==> src/rtl/capture_pack_if.sv <==
// capture_pack_if: write port between the sample packer and the capture buffer.
// The packer drives data and strobe; the buffer answers with its full flag.
interface capture_pack_if #(
    parameter int WW = 64
);
    logic [WW-1:0] wr_data;
    logic          wr_en;
    logic          wr_full;

    modport master (
        output wr_data,
        output wr_en,
        input  wr_full
    );

    modport slave (
        input  wr_data,
        input  wr_en,
        output wr_full
    );
endinterface

==> src/rtl/capture_pack.sv <==
// capture_pack: packs per-edge DDR ADC samples into wide capture-buffer words.
// Optional ramp test-pattern source (tp_en input) when CAPTURE_PACK_TESTPAT_EN is defined.
module capture_pack #(
    parameter int DW      = 8,
    parameter int SAMPLES = 4,
    parameter int LW      = 16
) (
    input  logic          dco,
    input  logic          rst_n,
    input  logic [DW-1:0] dr,
    input  logic [DW-1:0] df,
    input  logic          swap,
    input  logic          arm,
    input  logic          trig_mode,
    input  logic          trig,
    input  logic          abort,
    input  logic [LW-1:0] len,
`ifdef CAPTURE_PACK_TESTPAT_EN
    input  logic          tp_en,
`endif
    output logic          busy,
    output logic          done,
    output logic          ovf,
    capture_pack_if.master wr
);
    localparam int SW = 2 * DW;
    localparam int WW = SAMPLES * SW;
    localparam int CW = (SAMPLES > 1) ? $clog2(SAMPLES) : 1;
    localparam logic [CW-1:0] SLOT_LAST = CW'(SAMPLES - 1);

    typedef enum logic [1:0] {
        IDLE  = 2'd0,
        ARMED = 2'd1,
        CAPT  = 2'd2,
        DONE  = 2'd3
    } state_t;

    state_t         state;
    state_t         state_nxt;
    logic           start;
    logic           accept;
    logic           emit;
    logic [DW-1:0]  df_q;
    logic [CW-1:0]  slot;
    logic [LW-1:0]  wcnt;
    logic [WW-1:0]  pack;
    logic [WW+SW-1:0] shifted;
    logic [WW-1:0]  pack_nxt;
    logic [SW-1:0]  sw;

`ifdef CAPTURE_PACK_TESTPAT_EN
    logic [SW-1:0] ramp;

    always_comb begin
        sw = swap ? {df, dr} : {dr, df_q};
        if (tp_en) sw = ramp;
    end

    always_ff @(posedge dco or negedge rst_n) begin
        if (!rst_n) ramp <= '0;
        else if (start) ramp <= '0;
        else if (accept) ramp <= ramp + SW'(1);
    end
`else
    always_comb begin
        sw = swap ? {df, dr} : {dr, df_q};
    end
`endif

    // Oldest sample drifts toward the MSBs as new ones enter at the LSBs.
    assign shifted  = {pack, sw};
    assign pack_nxt = shifted[WW-1:0];

    assign busy = (state == ARMED) || (state == CAPT);
    assign done = (state == DONE);

    always_ff @(posedge dco or negedge rst_n) begin
        if (!rst_n) state <= IDLE;
        else state <= state_nxt;
    end

    always_comb begin
        state_nxt = state;
        start     = 1'b0;
        accept    = 1'b0;
        emit      = 1'b0;
        if (abort) begin
            state_nxt = IDLE;
        end else begin
            unique case (state)
                IDLE, DONE: begin
                    if (arm) begin
                        start     = 1'b1;
                        state_nxt = trig_mode ? ARMED : CAPT;
                    end
                end
                ARMED: begin
                    if (trig) state_nxt = CAPT;
                end
                CAPT: begin
                    accept = 1'b1;
                    emit   = (slot == SLOT_LAST);
                    if (emit && len != '0 && (wcnt + LW'(1)) == len)
                        state_nxt = DONE;
                end
                default: state_nxt = IDLE;
            endcase
        end
    end

    always_ff @(posedge dco or negedge rst_n) begin
        if (!rst_n) begin
            df_q       <= '0;
            pack       <= '0;
            slot       <= '0;
            wcnt       <= '0;
            ovf        <= 1'b0;
            wr.wr_data <= '0;
            wr.wr_en   <= 1'b0;
        end else begin
            df_q     <= df;
            wr.wr_en <= 1'b0;
            if (start) begin
                slot <= '0;
                wcnt <= '0;
                ovf  <= 1'b0;
            end else if (abort) begin
                slot <= '0;
            end else if (accept) begin
                pack <= pack_nxt;
                if (emit) begin
                    slot <= '0;
                    // A dropped word still consumes its slot in the window.
                    wcnt <= wcnt + LW'(1);
                    if (wr.wr_full) begin
                        ovf <= 1'b1;
                    end else begin
                        wr.wr_data <= pack_nxt;
                        wr.wr_en   <= 1'b1;
                    end
                end else begin
                    slot <= slot + CW'(1);
                end
            end
        end
    end
endmodule

==> src/flat_wrapper.sv <==
// flat-port wrapper written by rule: the top's interface ports become plain ports
module capture_pack_flat 
#(
    parameter int DW      = 8,
    parameter int SAMPLES = 4,
    parameter int LW      = 16
)
  (dco, rst_n, dr, df, swap, arm, trig_mode, trig, abort, len, busy, done, ovf, wr_wr_data, wr_wr_en, wr_wr_full);
  capture_pack_if #(.WW((SAMPLES * 2 * DW))) wr_i ();
  input  logic dco;
  input  logic rst_n;
  input  logic [DW-1:0] dr;
  input  logic [DW-1:0] df;
  input  logic swap;
  input  logic arm;
  input  logic trig_mode;
  input  logic trig;
  input  logic abort;
  input  logic [LW-1:0] len;
  output logic busy;
  output logic done;
  output logic ovf;
  output wire logic [$bits(wr_i.wr_data)-1:0] wr_wr_data;
  output wire logic [$bits(wr_i.wr_en)-1:0] wr_wr_en;
  input wire logic [$bits(wr_i.wr_full)-1:0] wr_wr_full;
  assign wr_wr_data = wr_i.wr_data;
  assign wr_wr_en = wr_i.wr_en;
  assign wr_i.wr_full = wr_wr_full;
  capture_pack #(.DW(DW), .SAMPLES(SAMPLES), .LW(LW)) u_core (.dco(dco), .rst_n(rst_n), .dr(dr), .df(df), .swap(swap), .arm(arm), .trig_mode(trig_mode), .trig(trig), .abort(abort), .len(len), .busy(busy), .done(done), .ovf(ovf), .wr(wr_i));
endmodule
==> config.mk <==
export PLATFORM = sky130hd
export DESIGN_NAME = capture_pack_flat
export DESIGN_NICKNAME = d
export VERILOG_FILES = /design/src/rtl/capture_pack_if.sv /design/src/rtl/capture_pack.sv /design/src/flat_wrapper.sv
export SDC_FILE = /design/constraint.sdc
export NUM_CORES = 1
export LEC_CHECK = 0
export ABC_CLOCK_PERIOD_IN_PS = 4700
export BUFFER_PORTS_ARGS = -buffer_cell sky130_fd_sc_hd__buf_2
export CAP_MARGIN = 0
export CELL_PAD_IN_SITES_DETAIL_PLACEMENT = 0
export CELL_PAD_IN_SITES_GLOBAL_PLACEMENT = 1
export CORE_MARGIN = 1.5
export CORE_UTILIZATION = 46
export CTS_CLUSTER_DIAMETER = 30
export DETAILED_ROUTE_END_ITERATION = 10
export PLACE_DENSITY = 0.89
export SETUP_SLACK_MARGIN = 0.1
export SYNTH_ARGS = -nofsm -noshare
export SYNTH_HDL_FRONTEND = slang
export SYNTH_SLANG_ARGS = --single-unit
==> constraint.sdc <==
create_clock -name dco -period 4.7 [get_ports dco]
set_input_delay 0.235 -clock dco [delete_from_list [all_inputs] [get_ports dco]]
set_output_delay 0.235 -clock dco [all_outputs]
set_load 0.05 [all_outputs]
==> results.sh <==
export IMPL_rows=42
export IMPL_postRouteWirelength_um=14620
export IMPL_syn_nets=718
export IMPL_cts_root_buffer="clkbuf_16"
export IMPL_crit_path_max_fanout=49
export IMPL_cp_data_required_time_ns=5.05
export IMPL_post_route_period_util=0.6718
export IMPL_synth_top_area_cell="dfrtp_1"
export IMPL_whs_path_depth=2
export IMPL_synth_top_family_by_area="simple AND/OR/NAND/NOR gates"
export IMPL_yosys_top_cells_count="nand2_1 (300), dfrtp_1 (142), o21ai_0 (56), clkbuf_1 (29), mux2i_1 (20)"
export IMPL_skew_ns=0.005890
export IMPL_swShare=0.2855
export IMPL_rsz0062_at_grt="false"
export IMPL_finalSetupTns_ns=0
export IMPL_syn_cell_area_um2=6196
export IMPL_drtPass1Iterations=5
export IMPL_cts_resized_gates=0
export IMPL_power_frac_comb=0.147
export IMPL_post_cts_buffers=0
export IMPL_synthesis_instances=673
export IMPL_track_usage=0.2133
export IMPL_yosys_area_share_adder=0.01010
export IMPL_numCtsBuffers=17
export IMPL_ys_warn_count=0
export IMPL_ys_seq_area_frac=0.5735
export IMPL_synth_seq_cells=142
export IMPL_post_route_drc_count=0
export IMPL_yosysTopAreaCellShare=0.5735
export IMPL_slew_viol_final=0
export IMPL_yosysUniqueCellTypes=49
export IMPL_grt_pass1_wl_um=24000
export IMPL_cpPeakStageDelay_ns=0.75
export IMPL_ctsHoldBuffers=9
export IMPL_synth_xor_area_share=0.03251
export IMPL_post_drt_via_cell_ratio=5.095
export IMPL_rrSetupSlack_ns=1.54
export IMPL_crit_chain="inv_1, ha_1, a21oi_1, nand2_2, or3_2, buf_4, inv_1, buf_4, nand2_1, nand2_1"
export IMPL_r2r_end="u_core.wr.wr_data[54]"
export IMPL_dp_cells=926
export IMPL_die_h_um=119.1
export IMPL_p_leak_nw=4.039
export IMPL_arrival_ns=3.51
export IMPL_grt_max_degree=105
export IMPL_r2r_start="u_core.state[0]"
export IMPL_grt_pass1_vias=4747
export IMPL_synth_simple_area_share=0.2421
export IMPL_drtIter0Drc=326
export IMPL_synth_edff_count=0
export IMPL_crit_path_end="u_core.wr.wr_data[54]"
export IMPL_start_util=0.4697
export IMPL_postRouteAntennaNets=0
export IMPL_cp_end_kind="register"
export IMPL_cp_start_kind="register"
export IMPL_min_period_ns=3.157
export IMPL_ir_drop_mv=0.3872
export IMPL_setup_viol_count_final=0
export IMPL_crit_start="u_core.state[0]"
export IMPL_clk_pin_slew_ns=0.05
export IMPL_internal_power_w=0.002347
export IMPL_dp_hpwl_um=9720
export IMPL_synth_compound_area_frac=0.07734
export IMPL_cap_viol_max_count=0
export IMPL_cts_sinks=142
export IMPL_diodes=0
export IMPL_multiInputGateArea_um2=2447
export IMPL_coreArea_um2=13190
export IMPL_tightest_slew_ns=1.028
export IMPL_gp_congestion=0.8487
export IMPL_fmax_ghz=0.3167
export IMPL_htree_levels=4
export IMPL_cts_tree="built"
export IMPL_avgSynthCellArea_um2=9.206
export IMPL_finalHoldViolations=0
export IMPL_synthFlopType="dfrtp_1"
export IMPL_p_per_area_nw_per_um2=439.0
export IMPL_portBuffers=107
export IMPL_finalNonFillerCells=964
export IMPL_num_io_pins=108
export IMPL_wl_per_cell_um=15.16
export IMPL_muxShareOfSynthArea=0.03231
export IMPL_grt_overflow_total=0
export IMPL_syn_to_final_growth_pct=20.74
export IMPL_r2r_cells=10
export IMPL_clock_path_buffers=2
export IMPL_clkLatencyLatePin_ns=0.42
export IMPL_fin_total_pwr_w=0.003284
export IMPL_p_sw_w=0.0009377
export IMPL_critical_path_class="register to register"
export IMPL_die_w_um=119.1
export IMPL_clockPowerShare=0.380
export IMPL_critPathSlowestCell="or3_2"
export IMPL_synth_async_reset_ratio=1.000
export IMPL_holdCritPathClass="input port to register"
export IMPL_yosysMostFrequentCell="nand2_1"
export IMPL_seq_area_um2=3553
export IMPL_num_vias=4912
export IMPL_seqPwrFrac=0.473
export IMPL_cp_num_buf_inv=4
export IMPL_synth_area_leaders="dfrtp_1 (57%), nand2_1 (18%), o21ai_0 (4.5%)"
export IMPL_die_area_um2=14170
export IMPL_final_nets=823
export IMPL_cp_top_family="simple AND/OR/NAND/NOR gates"
export IMPL_path_depth=10
export IMPL_fillCellCount=1195
export IMPL_status="complete, no violations"
export IMPL_drive_above_1_share=0.1942
export IMPL_max_slew_margin=0.3145
export IMPL_antenna_found_initial=0
==> power groups by stage <==
stage	logic (W)	clock network [W]	registers (W)
floorplan	0.000349	0	0.00152
global placement	0.000456	0	0.00156
detailed placement	0.000479	0	0.00157
CTS	0.000489	0.00127	0.00155
global route	0.000555	0.00132	0.00158
finish	0.000482	0.00125	0.00155
==> layout make-up <==
| class | instances | area share |
|---|---|---|
| Clock buffer | 23 | 0.06523 |
| Clock inverter | 6 | 0.008195 |
| Inverter | 11 | 0.005519 |
| Multi-Input combinational cell | 485 | 0.3271 |
| Sequential cell | 142 | 0.4750 |
| Tap cell | 176 | 0.02944 |
| Timing Repair Buffer | 121 | 0.08948 |
==> placed cells by master, fill, tap and decap left out, types with 3 or more instances in the layout <==
cell           count
nor4_1             7
dlygate4sd3_1      9
dfrtp_1          142
clkinv_2           3
a31oi_1            3
o31ai_1            5
inv_1             11
ha_1               5
o21ai_0           56
clkbuf_16         17
clkbuf_8           4
nor2_1             9
nand4_1            7
nand2_1          299
mux2i_1           20
nand3_1            7
xor2_1            10
a21oi_1            6
xnor2_1           13
buf_2            106
buf_4              5
and3_1             5
==> worst min-delay path by stage <==
stage                     startpoint               to  slack (ns)
after floorplan                rst_n   u_core.df_q[0]       -0.06
after global placement         df[6]   u_core.df_q[6]        0.36
after detailed placement       df[5]   u_core.df_q[5]        0.36
after CTS                      abort  u_core.state[0]        0.04
after global routing           abort  u_core.state[0]        0.06
final                          abort  u_core.state[0]        0.06
==> logic make-up after synthesis <==
group                      after synthesis
buffers and inverters                   46
muxes                                   20
DFF                                    142
AOI/OAI and AO/OA                       82
xor gates and xnor gates                23
and+or+nand+nor                        355
adders and majority gates                5
==> per-layer routing <==
metal,wire [um],track usage
met4,210,0.07530
met5,0,0
met3,648,0.05316
met2,6830,0.3262
met1,6925,0.2971
==> state kept, by name, summed over array words and instances, names as in the netlist <==
| name | cells |
|---|---|
| u_core.wr.wr_data | 64 |
| u_core.pack | 48 |
| u_core.wcnt | 16 |
| u_core.df_q | 8 |
| u_core.slot | 2 |
| u_core.state | 2 |
| u_core.ovf | 1 |
| u_core.wr.wr_en | 1 |
==> through the flow <==
stage | area (um2) | utilization | worst slack, ns | hold WS, ns
finish | 7481 | 0.5672 | 1.543 | 0.05892
global route | 7481 | 0.5672 | 1.246 | 0.06044
CTS | 7481 | 0.5672 | 1.559 | 0.04312
detailed placement | 6842 | 0.5187 | 1.580 | 0.3613
global placement | 6842 | 0.5187 | 1.710 | 0.3588
floorplan | 6196 | - | 2.384 | -0.06059
Power figures use the tool's default switching activity.
